<file path="src/rtl/hazard_unit.sv">
// hazard_unit: pipeline hazard detection and operand forwarding.
// Keeps shadow copies {wreg, m2reg, rd} of the execute, memory and write-back
// stages. From those and the decode operands it produces the forwarding
// selects, the load-use / busy stall, the decode/execute bubble, and a
// saturating count of stalled cycles.
module hazard_unit #(
   parameter int CNTW = 16
) (
   input  logic            clock,
   input  logic            reset,
   input  logic [4:0]      drs,
   input  logic [4:0]      drt,
   input  logic            dusers,
   input  logic            duset,
   input  logic            dwreg,
   input  logic            dm2reg,
   input  logic [4:0]      drd,
   input  logic            flush,
   input  logic            ebusy,
   output logic            stall,
   output logic            bubble,
   output logic [1:0]      fwda,
   output logic [1:0]      fwdb,
   output logic [CNTW-1:0] stallcnt
);

   typedef struct packed {
      logic       wreg;
      logic       m2reg;
      logic [4:0] rd;
   } slot_t;

   localparam logic [CNTW-1:0] CNT_MAX = '1;

   slot_t           e_q, e_d;
   slot_t           m_q, m_d;
   slot_t           w_q, w_d;
   logic [CNTW-1:0] cnt_q, cnt_d;
   logic            load_use;

   // A slot supplies a source when it writes that register; r0 is hard-wired zero.
   function automatic logic slot_match(input slot_t s, input logic [4:0] src);
      return s.wreg && (s.rd == src) && (s.rd != 5'd0);
   endfunction

   // Youngest producer wins: E before M before W, regfile otherwise.
   function automatic logic [1:0] fwd_sel(input slot_t e, input slot_t m,
                                          input slot_t w, input logic [4:0] src,
                                          input logic used);
      if (!used)                 return 2'd0;
      else if (slot_match(e, src)) return 2'd1;
      else if (slot_match(m, src)) return 2'd2;
      else if (slot_match(w, src)) return 2'd3;
      else                       return 2'd0;
   endfunction

   // Hazard detection and forwarding outputs, gated so everything reads 0 in reset.
   always_comb begin
      load_use = e_q.m2reg &&
                 ((dusers && slot_match(e_q, drs)) || (duset && slot_match(e_q, drt)));
      // A redirect kills the decode instruction, so it never needs to wait.
      stall    = reset && (load_use || ebusy) && !flush;
      // While execute holds, the decode/execute register is frozen and takes no bubble.
      bubble   = reset && (load_use || flush) && !ebusy;
      fwda     = reset ? fwd_sel(e_q, m_q, w_q, drs, dusers) : 2'd0;
      fwdb     = reset ? fwd_sel(e_q, m_q, w_q, drt, duset)  : 2'd0;
      stallcnt = cnt_q;
   end

   // Next-state of the shadow slots and the stall counter.
   always_comb begin
      // NOTE: every signal gets a default first so no path leaves it unassigned (no latch).
      e_d   = e_q;
      m_d   = m_q;
      w_d   = m_q;
      cnt_d = cnt_q;
      if (!ebusy) begin
         e_d = bubble ? '0 : slot_t'{wreg: dwreg, m2reg: dm2reg, rd: drd};
         m_d = e_q;
      end else begin
         // Execute holds its instruction; memory receives an empty slot.
         m_d = '0;
      end
      if (stall && (cnt_q != CNT_MAX)) begin
         cnt_d = cnt_q + CNTW'(1);
      end
   end

   // State registers, cleared immediately by the asynchronous reset.
   always_ff @(posedge clock or negedge reset) begin
      // NOTE: non-blocking assignments so all flops sample pre-edge values together.
      if (!reset) begin
         e_q   <= '0;
         m_q   <= '0;
         w_q   <= '0;
         cnt_q <= '0;
      end else begin
         e_q   <= e_d;
         m_q   <= m_d;
         w_q   <= w_d;
         cnt_q <= cnt_d;
      end
   end

endmodule

</file>
<file path="config.mk">
export PLATFORM = sky130hd
export DESIGN_NAME = hazard_unit
export DESIGN_NICKNAME = d
export VERILOG_FILES = /design/src/rtl/hazard_unit.sv
export SDC_FILE = /design/constraint.sdc
export NUM_CORES = 1
export LEC_CHECK = 0
export CORE_MARGIN = 2
export CORE_UTILIZATION = 50
export CTS_CLUSTER_DIAMETER = 80
export DETAILED_ROUTE_END_ITERATION = 8
export PLACE_DENSITY = 0.83
export SYNTH_ARGS = -nofsm -noshare
export SYNTH_HDL_FRONTEND = slang
export SYNTH_SLANG_ARGS = --single-unit
export TNS_END_PERCENT = 1
</file>
<file path="constraint.sdc">
create_clock -name clock -period 3.1 [get_ports clock]
set_input_delay 0.62 -clock clock [delete_from_list [all_inputs] [get_ports clock]]
set_output_delay 0.62 -clock clock [all_outputs]
set_load 0.05 [all_outputs]
</file>
==> results of run 1 <==
## synthesized netlist by cell type
master | instances | area, sq um
o2111ai_2 | 2 | 30.0
and4_1 | 2 | 17.5
xor2_1 | 8 | 70.1
nor3_1 | 3 | 15.0
o2111ai_1 | 3 | 26.3
or4_1 | 5 | 37.5
mux2_1 | 4 | 45.0
buf_2 | 1 | 5.00
nand2_1 | 13 | 48.8
o21ai_1 | 4 | 20.0
ha_1 | 1 | 12.5
dfrtp_1 | 35 | 876
buf_1 | 3 | 11.3
nor2_2 | 1 | 6.26
nor2_1 | 16 | 60.1
nor2b_1 | 9 | 56.3
o211ai_2 | 5 | 62.6
nand4_1 | 2 | 12.5
or4b_1 | 1 | 10.0
inv_1 | 3 | 11.3
o21ai_2 | 1 | 8.76
mux2i_1 | 7 | 70.1
nand2b_1 | 2 | 12.5
and3_1 | 5 | 31.3
o21ai_0 | 2 | 10.0
a21oi_1 | 2 | 10.0
xnor2_1 | 34 | 298
nand3_1 | 10 | 50.1
o21a_2 | 1 | 8.76
o211a_1 | 1 | 10.0
nor3b_1 | 1 | 7.51
nor4_1 | 6 | 37.5
buf_6 | 1 | 11.3
## power breakdown
group | switching (mW) | total (mW) | leakage [nW] | internal, mW
clock | 0.152 | 0.355 | 0.0515 | 0.203
sequential | 0.0657 | 0.573 | 0.459 | 0.508
combinational | 0.218 | 0.382 | 0.655 | 0.164
total | 0.436 | 1.31 | 1.17 | 0.874
## kinds of logic after synthesis
kind of cell / Yosys count / share of synthesized area (%)
AND/OR/NAND/NOR: 76 / 20.2
XOR/XNOR: 42 / 18.4
flip-flops: 35 / 43.8
AO/OA/AOI/OAI: 21 / 9.32
multiplexers: 11 / 5.76
buffers and inverters: 8 / 1.94
adder cells (fa/ha/maj): 1 / 0.626
## metal layers
layer	global-route usage, %	share of wire, %
met5	0	0
met4	6.12	0.88
met3	4.83	5.3
met2	35.4	48
met1	32.2	46
## worst paths after layout
kind | from | endpoint | slack [ns] | cells after the start
max | drt[1] | fwdb[1] | 0.003 | 8
min | reset | stallcnt[10] | 0.26 | 1
max reg2reg | e_q[3] | stallcnt[14] | 0.74 | 7
min reg2reg | m_q[6] | w_q[6] | 0.41 | 0
max in group asynchronous | reset | m_q[3] | 2.33 | 2
min in group clock | m_q[6] | w_q[6] | 0.41 | 0
## critical path, cell delays in order
cell and delay (ns):
clkdlybuf4s50_1 0.51, xnor2_1 0.14, nand3_1 0.11, or4_4 0.52
nor2b_1 0.14, nor3_1 0.16, buf_4 0.15, buf_12 0.12
## flip-flops by register name (all words and copies together) (netlist names)
name / cells
m_q: 6
stallcnt: 16
w_q: 6
e_q: 7
## layout make-up
class                      count  area share, %
tap                           48           2.22
inverter                       3          0.416
timing repair buffer          55           20.8
clock buffer                   8           3.70
sequential                    35           32.4
multi-input combinational    151           40.4
## per-stage QoR
step	utilization (%)	power, mW	TNS, ns	cells
6_report	72.2	1.31	0	300
2_1_floorplan	-	0.806	-0.0500	194
4_1_cts	71.9	1.32	0	300
5_1_grt	72.2	1.38	-0.0349	300
3_5_place_dp	69.2	0.962	0	292
3_3_place_gp	69.2	0.952	0	292
==> impl_results.md, run 1 <==
- Outcome: completed
- Worst slack at placement: approximately 0.0065 ns
- Slack of the critical path: 0.00295 ns
- GR Util All Layers: 22.7%
- ANT cells: 0
- Area growth from synthesis to layout: 35.2%
- Clk_lat worst skew: 0.28 ns
- Core region area: 0.00374 sq mm
- Setup CP Type: input pin to output port
- Yosys reg bits: 35
- Min Tclk post-route: 3.10 ns
- Initial antenna violation count: 0
- Layout Skew: 0.00721 ns
- Area of the multi-input gates: 0.00109 sq mm
- Initial DRC count: between 80 and 90
- Syn_nets: approximately 220
- WP data arrival: between 2 and 2.5 ns
- Max-slew violations: 0
- F_max: 323 MHz
- Pwr dens: 485 mW/mm^2
- Leading cell type in the layout, fill and taps excluded: dfrtp_1
- Final hold viol count: 0
- DR vias: 1668
- Final #Nets: between 200 and 300
- Die Y: around 67 um
- Filler instances: just over 300
- CTS Root Cell: clkbuf_8
- Largest net degree at the start of global routing: 21
- DP HPWL: around 3.5 mm
- Post-DP Area: 0.00259 sq mm
- RSZ-0062 raised after global routing: true
- Drt total wl: 4.54 mm
- Layout cell share with drive strength beyond 1: 14.7%
- LEAKAGE: 1.17 nW
- Hold-fix buffers at CTS: 0
- Cell Area, Synth: 0.00200 sq mm
- DRC viols: 0
- Num CTS Buffers: 5
- Max H-tree Level: 2
- Most frequent cells in the layout: dfrtp_1 (35), xnor2_1 (34), clkdlybuf4s50_1 (33), nor2_1 (16)
- Die area: approximately 0.0045 sq mm
- Antenna-violating nets left: 0
- Drt pass-1 iters: 4
- Post-route clock period utilization: 99.9%
- CTS tree: done
- Top Ports: 45
- Postcts setup bufs: 0
- Port Buffers: 44
- Clk buf depth: 2
- Routability cong.: 1.02
- Worst rel slew slack: between 50% and 60%
- Syn Area/Cell: roughly 10 sq um
- Vias/cell: 5.56
- Sequential fraction of the synthesis area: 43.8%
- Final Cell Area: between 0.002 and 0.003 sq mm
- CTS clk-pin slew, worst paths: 0.07 ns
- Die width: 67.2 um
- Post-synthesis cell type count: 33
- Max-Cap Viols: 0
- Post-cts sizing count: 0
- Type of destination of the critical path: output port
- Global-route wire length before repair: about 7.7 mm
- WHS: 0.264 ns
- Vias in the first global route: 1584
- Hold WC Path Type: input pin to asynchronous set/reset pin
- Synth Warn #: 0
- Worst-Margin Slew: 0.621 ns
- CP Launch Type: input pin
- CTS Sinks: 35
- Seq. cell area: slightly below 900 sq um
- Rows: 22
- Overflow after GRT: 0
- Initial Utilization: between 50% and 60%
- Synth Instances: 194
- Peak VDD IR: between 300 and 400 uV
- Routed wire length per instance: approximately 15 um
- Worst path required time: 2.48 ns
- Setup violators final: 0
- Critical Path Fanout Max: 2
Power figures use the tool's default switching activity.
==> run 2, diff against run 1 <==
--- a/config.mk
+++ b/config.mk
@@ -6,10 +6,12 @@
 export NUM_CORES = 1
 export LEC_CHECK = 0
 export CORE_MARGIN = 2
-export CORE_UTILIZATION = 50
+export CORE_UTILIZATION = 65
+export CTS_BUF_LIST = sky130_fd_sc_hd__clkbuf_4
 export CTS_CLUSTER_DIAMETER = 80
 export DETAILED_ROUTE_END_ITERATION = 8
-export PLACE_DENSITY = 0.83
+export DONT_BUFFER_PORTS = 1
+export PLACE_DENSITY = 0.85
 export SYNTH_ARGS = -nofsm -noshare
 export SYNTH_HDL_FRONTEND = slang
 export SYNTH_SLANG_ARGS = --single-unit
==> run 2 against run 1 <==
Against the previous run:
- via count fell by 8.9%
- die area fell by 22%
- sequential share of layout area rose by 7.5 points
- setup slack improved by 0.16 ns
- critical path type is now flop to output port
==> impl_results.md, run 2 (synthesis results as in run 1) <==
- CP max stage delay: approximately 0.59 ns
- Routability cong.: 0.835
- Hold WC Path Type: input pin to asynchronous set/reset pin
- Total power: 1.10 mW
- GR Util All Layers: around 28%
- Min Tclk post-route: roughly 2.9 ns
- Core region area: around 0.003 sq mm
- Die area: between 0.003 and 0.004 sq mm
- Logic pwr share: 25.3%
- Crit-path cells: or4_1, nor2_4, nor4_1, o21a_2, buf_4, nor2_1, nor2_1, buf_4
- Worst rel slew slack: 53.6%
- Worst Setup SP: e_q[3]
- ANT cells: 0
- LEAKAGE: 0.949 nW
- DP HPWL: roughly 3.2 mm
- CTS tree: done
- Layout Skew: 0.0143 ns
- Pwr dens: 502 mW/mm^2
- Post-route clock period utilization: a little over nine tenths
- Type of destination of the critical path: output port
- Setup violators final: 0
- Sw Ratio: 36.7%
- Worst path required time: 2.48 ns
- Clk buf depth: 2
- DRC viols: 0
- CTS Sinks: 35
- CP Launch Type: flop
- Initial DRC count: 68
- Initial antenna violation count: 0
- Clk pwr share: 20.4%
- CTS Root Cell: clkbuf_4
- Rows: 20
- Max-slew violations: 0
- Max-Cap Viols: 0
- Net Switching: 0.405 mW
- F_max: between 300 and 400 MHz
- WHS: 0.0946 ns
- Overflow after GRT: 0
- Slowest-stage cell, CP: or4_1
- Area growth from synthesis to layout: 9.76%
- Critical Path Fanout Max: 16
- Setup CP Type: flop to output port
- Leading cell type in the layout, fill and taps excluded: dfrtp_1
- Vias/cell: between 6 and 7
- Antenna-violating nets left: 0
- Vias in the first global route: 1499
- Internal power: 0.697 mW
- RSZ-0062 raised after global routing: false
- Die Y: between 50 and 60 um
- FF-to-FF path depth: 7
- DR vias: 1520
- Largest net degree at the start of global routing: 36
- WP data arrival: about 2.3 ns
- DP Cell Count: between 200 and 250
- Setup crit end: stall
- Final hold viol count: 0
- Layout cell share with drive strength beyond 1: 15.2%
- Drt pass-1 iters: 4
- Clk_lat worst skew: approximately 0.34 ns
- Final #Nets: around 240
- CTS clk-pin slew, worst paths: 0.11 ns
- Max reg flops: 16
- Max H-tree Level: 2
- Die width: 59.5 um
- Setup_tns: 0 ns
- Worst r2r src: stallcnt[1]
- Peak VDD IR: 275 uV
- Top Ports: 45
- Routed wire length per instance: between 15 and 20 um
- FF-to-FF setup slack: 0.55 ns
- Fin util: 73.7%
- Layout Cells excl Fill: approximately 240
- Worst-Margin Slew: 0.689 ns
- Port Buffers: 0
- Sequential power share: 54.3%
- Worst R2R End: stallcnt[1]
- Outcome: completed
- Postcts setup bufs: 0
- Drt total wl: about 4.4 mm
- Most frequent cells in the layout: dfrtp_1 (35), xnor2_1 (34), nor2_1 (16), buf_4 (14), nand2_1 (13)
- Global-route wire length before repair: between 7 and 8 mm
- Initial Utilization: 67.1%
- Num CTS Buffers: 5
run 2: cell count changes in the layout (fill, tap and decap cells not counted), sizes merged:
cell and change:
dlymetal6s2s -4, clkbuf -3, buf -3, clkinv +2
clkdlybuf4s50 -33
run 2: worst min path at each step:
stage / endpoint / cells past startpoint / slack (ns)
final: stallcnt[3] / 1 / 0.09
after global placement: stallcnt[5] / 0 / 0.33
after global routing: stallcnt[3] / 1 / 0.08
after detailed placement: stallcnt[3] / 0 / 0.33
after floorplan: e_q[0] / 0 / 0.32
after CTS: stallcnt[3] / 1 / 0.10
run 2: area by class of cell:
cell class	count	area (sq um)
clock inverter	2	8.76
fill	220	783
timing repair buffer	15	125
clock buffer	5	37.5
multi-input combinational	151	1090
sequential	35	876
inverter	3	11.3
tap	33	41.3
run 2: power by group through the flow:
| stage | registers (mW) | clock network, mW | logic, mW |
|---|---|---|---|
| 2_1_floorplan | 0.669 | 0 | 0.137 |
| 3_3_place_gp | 0.602 | 0 | 0.256 |
| 3_5_place_dp | 0.607 | 0 | 0.267 |
| 4_1_cts | 0.597 | 0.230 | 0.281 |
| 5_1_grt | 0.606 | 0.256 | 0.303 |
| 6_report | 0.598 | 0.225 | 0.279 |
run 2: repair_timing:
item / in CTS / in global routing
resized for setup: 0 / 1
endpoints found under the setup margin: 0 / 1
hold buffers: 1 / 0
endpoints found under the hold margin: 35 / 0
run 2: per-stage QoR:
step           setup slack, ns  cell area (sq um)
2_1_floorplan          -0.0500               2000
3_3_place_gp             0.559               2120
3_5_place_dp             0.510               2120
4_1_cts                  0.116               2190
5_1_grt                 0.0198               2190
6_report                 0.162               2190
run 2: layer usage:
metal  routed length, um  global-route usage, %  share of wire (%)
met2                2220                   44.1                 51
met1                1820                   36.8                 42
met4                  40                   7.47               0.92
met3                 291                   8.08                6.7
met5                   0                      0                  0
run 2: worst max-delay path, delay by kind of cell (launching register included):
kind | cells | cell delay (ns)
flops | 1 | 0.44
compound gates | 1 | 0.21
buf+inv | 2 | 0.39
simple gates | 5 | 0.95
==> run 3, diff against run 2 <==
--- a/config.mk
+++ b/config.mk
@@ -6,12 +6,12 @@
 export NUM_CORES = 1
 export LEC_CHECK = 0
 export CORE_MARGIN = 2
-export CORE_UTILIZATION = 65
+export CORE_UTILIZATION = 60
 export CTS_BUF_LIST = sky130_fd_sc_hd__clkbuf_4
 export CTS_CLUSTER_DIAMETER = 80
 export DETAILED_ROUTE_END_ITERATION = 8
 export DONT_BUFFER_PORTS = 1
-export PLACE_DENSITY = 0.85
+export PLACE_DENSITY = 0.82
 export SYNTH_ARGS = -nofsm -noshare
 export SYNTH_HDL_FRONTEND = slang
 export SYNTH_SLANG_ARGS = --single-unit
==> run 3 against run 2 <==
Against the previous run:
- global-route usage decreased by 2.1 points
- highest routed layer unchanged
- critical path type unchanged
- final area rose by 3.3%
- critical endpoint unchanged
- largest cell class unchanged
- sequential share of layout area is 1.3 points lower
==> impl_results.md, run 3 (synthesis results as in run 1) <==
- WHS: about 0.091 ns
- Worst-Margin Slew: between 0.6 and 0.7 ns
- Slack of the critical path: 0.144 ns
- Vias in the first global route: between 1500 and 2000
- CTS tree: done
- CP Launch Type: flop
- Post-DP Area: 0.00214 sq mm
- Fin util: 73.1%
- Antenna-violating nets left: 0
- FF-to-FF setup slack: slightly below 0.6 ns
- Setup_tns: 0 ns
- Min Tclk post-route: 2.96 ns
- Worst path required time: 2.48 ns
- WP data arrival: 2.34 ns
- F_max: 338 MHz
- Rows: 20
- Final hold viol count: 0
- Die Y: 61.7 um
- Type of destination of the critical path: output port
- Worst R2R End: stallcnt[1]
- RSZ-0062 raised after global routing: false
- Outcome: completed
- Layout cell share with drive strength beyond 1: around 17%
- Layout Skew: 0.0128 ns
- Largest net degree at the start of global routing: 36
- Port Buffers: 0
- ANT cells: 0
- Routability cong.: 0.923
- LEAKAGE: 0.973 nW
- Core region area: 0.00310 sq mm
- Num CTS Buffers: 5
- Most frequent cells in the layout: dfrtp_1 (35), xnor2_1 (34), nor2_1 (16), buf_4 (14), nand2_1 (13)
- Critical Path Fanout Max: 16
- Overflow after GRT: 0
- Worst rel slew slack: 56.2%
- Worst r2r src: stallcnt[1]
- Initial Utilization: 64.4%
- Final #Nets: approximately 240
- Layout Cells excl Fill: 256
- Total power: ~1.3 mW
- Die area: 0.00381 sq mm
- Top Ports: 45
- Leading cell type in the layout, fill and taps excluded: dfrtp_1
- Worst slack at placement: about 0.53 ns
- Setup violators final: 0
- DP HPWL: ~3.3 mm
- DR vias: 1509
- Max-Cap Viols: 0
- FF-to-FF path depth: 7
- Vias/cell: 5.89
- Hold WC Path Type: input pin to asynchronous set/reset pin
- Initial antenna violation count: 0
- CTS Root Cell: clkbuf_4
- Global-route wire length before repair: between 6 and 7 mm
- Max reg flops: 16
- Clk buf depth: 2
- DRC viols: 0
- Max-slew violations: 0
- Drt pass-1 iters: 4
- Peak VDD IR: 524 uV
- CTS Sinks: 35
- GR Util All Layers: about a quarter
- Area growth from synthesis to layout: 13.4%
- DP Cell Count: 247
- CTS clk-pin slew, worst paths: around 0.11 ns
- Setup CP Type: flop to output port
- Final Cell Area: 0.00227 sq mm
- Drt total wl: 4.32 mm
- Max H-tree Level: 2
- Die width: 61.7 um
- Post-route clock period utilization: 95.4%
- Postcts setup bufs: 0
- Clk_lat worst skew: around 0.33 ns
- Initial DRC count: 68
- Routed wire length per instance: 16.9 um
- Pwr dens: 567 mW/mm^2
[run 3: area by class of cell]
cell class,instances,area (sq um)
well taps,44,55.1
clock inverters,3,67.6
inverters,3,11.3
fillers,256,836
flip-flops and latches,35,876
multi-input cells,151,1090
clock buffers,5,37.5
repair buffers,15,125
[run 3: timing repair]
item / CTS / global route
endpoints found under the hold margin: 35 / 0
hold buffers: 1 / 0
gates resized for setup: 0 / 0
[run 3: report_power, final]
group | internal, mW | switching, mW | leakage (nW) | total [mW]
Clock | 0.251 | 0.155 | 0.0514 | 0.406
Sequential | 0.506 | 0.0689 | 0.459 | 0.575
Combinational | 0.115 | 0.190 | 0.462 | 0.305
[run 3: worst max-delay path, stage by stage (launching register included)]
cell,delay [ns]
dfrtp_1,0.45
or4_1,0.55
nor2_2,0.16
nor4_1,0.08
o21a_2,0.22
buf_4,0.20
nor2_1,0.10
nor2_1,0.05
buf_4,0.19
[run 3: worst max-delay path by stage]
stage / startpoint / end / slack, ns
finish: e_q[3] / stall / 0.14
global route: e_q[3] / stall / 0.03
CTS: e_q[3] / stall / 0.14
detailed placement: e_q[3] / stall / 0.53
global placement: e_q[3] / stall / 0.55
floorplan: drt[4] / fwdb[1] / -0.05
[run 3: layer usage]
metal	vias up	GRT usage, %	wire length, um
li1	721	-	-
met1	735	32.3	1930
met2	46	41.2	2060
met3	7	8.07	268
met4	0	9.42	59
met5	-	0	0
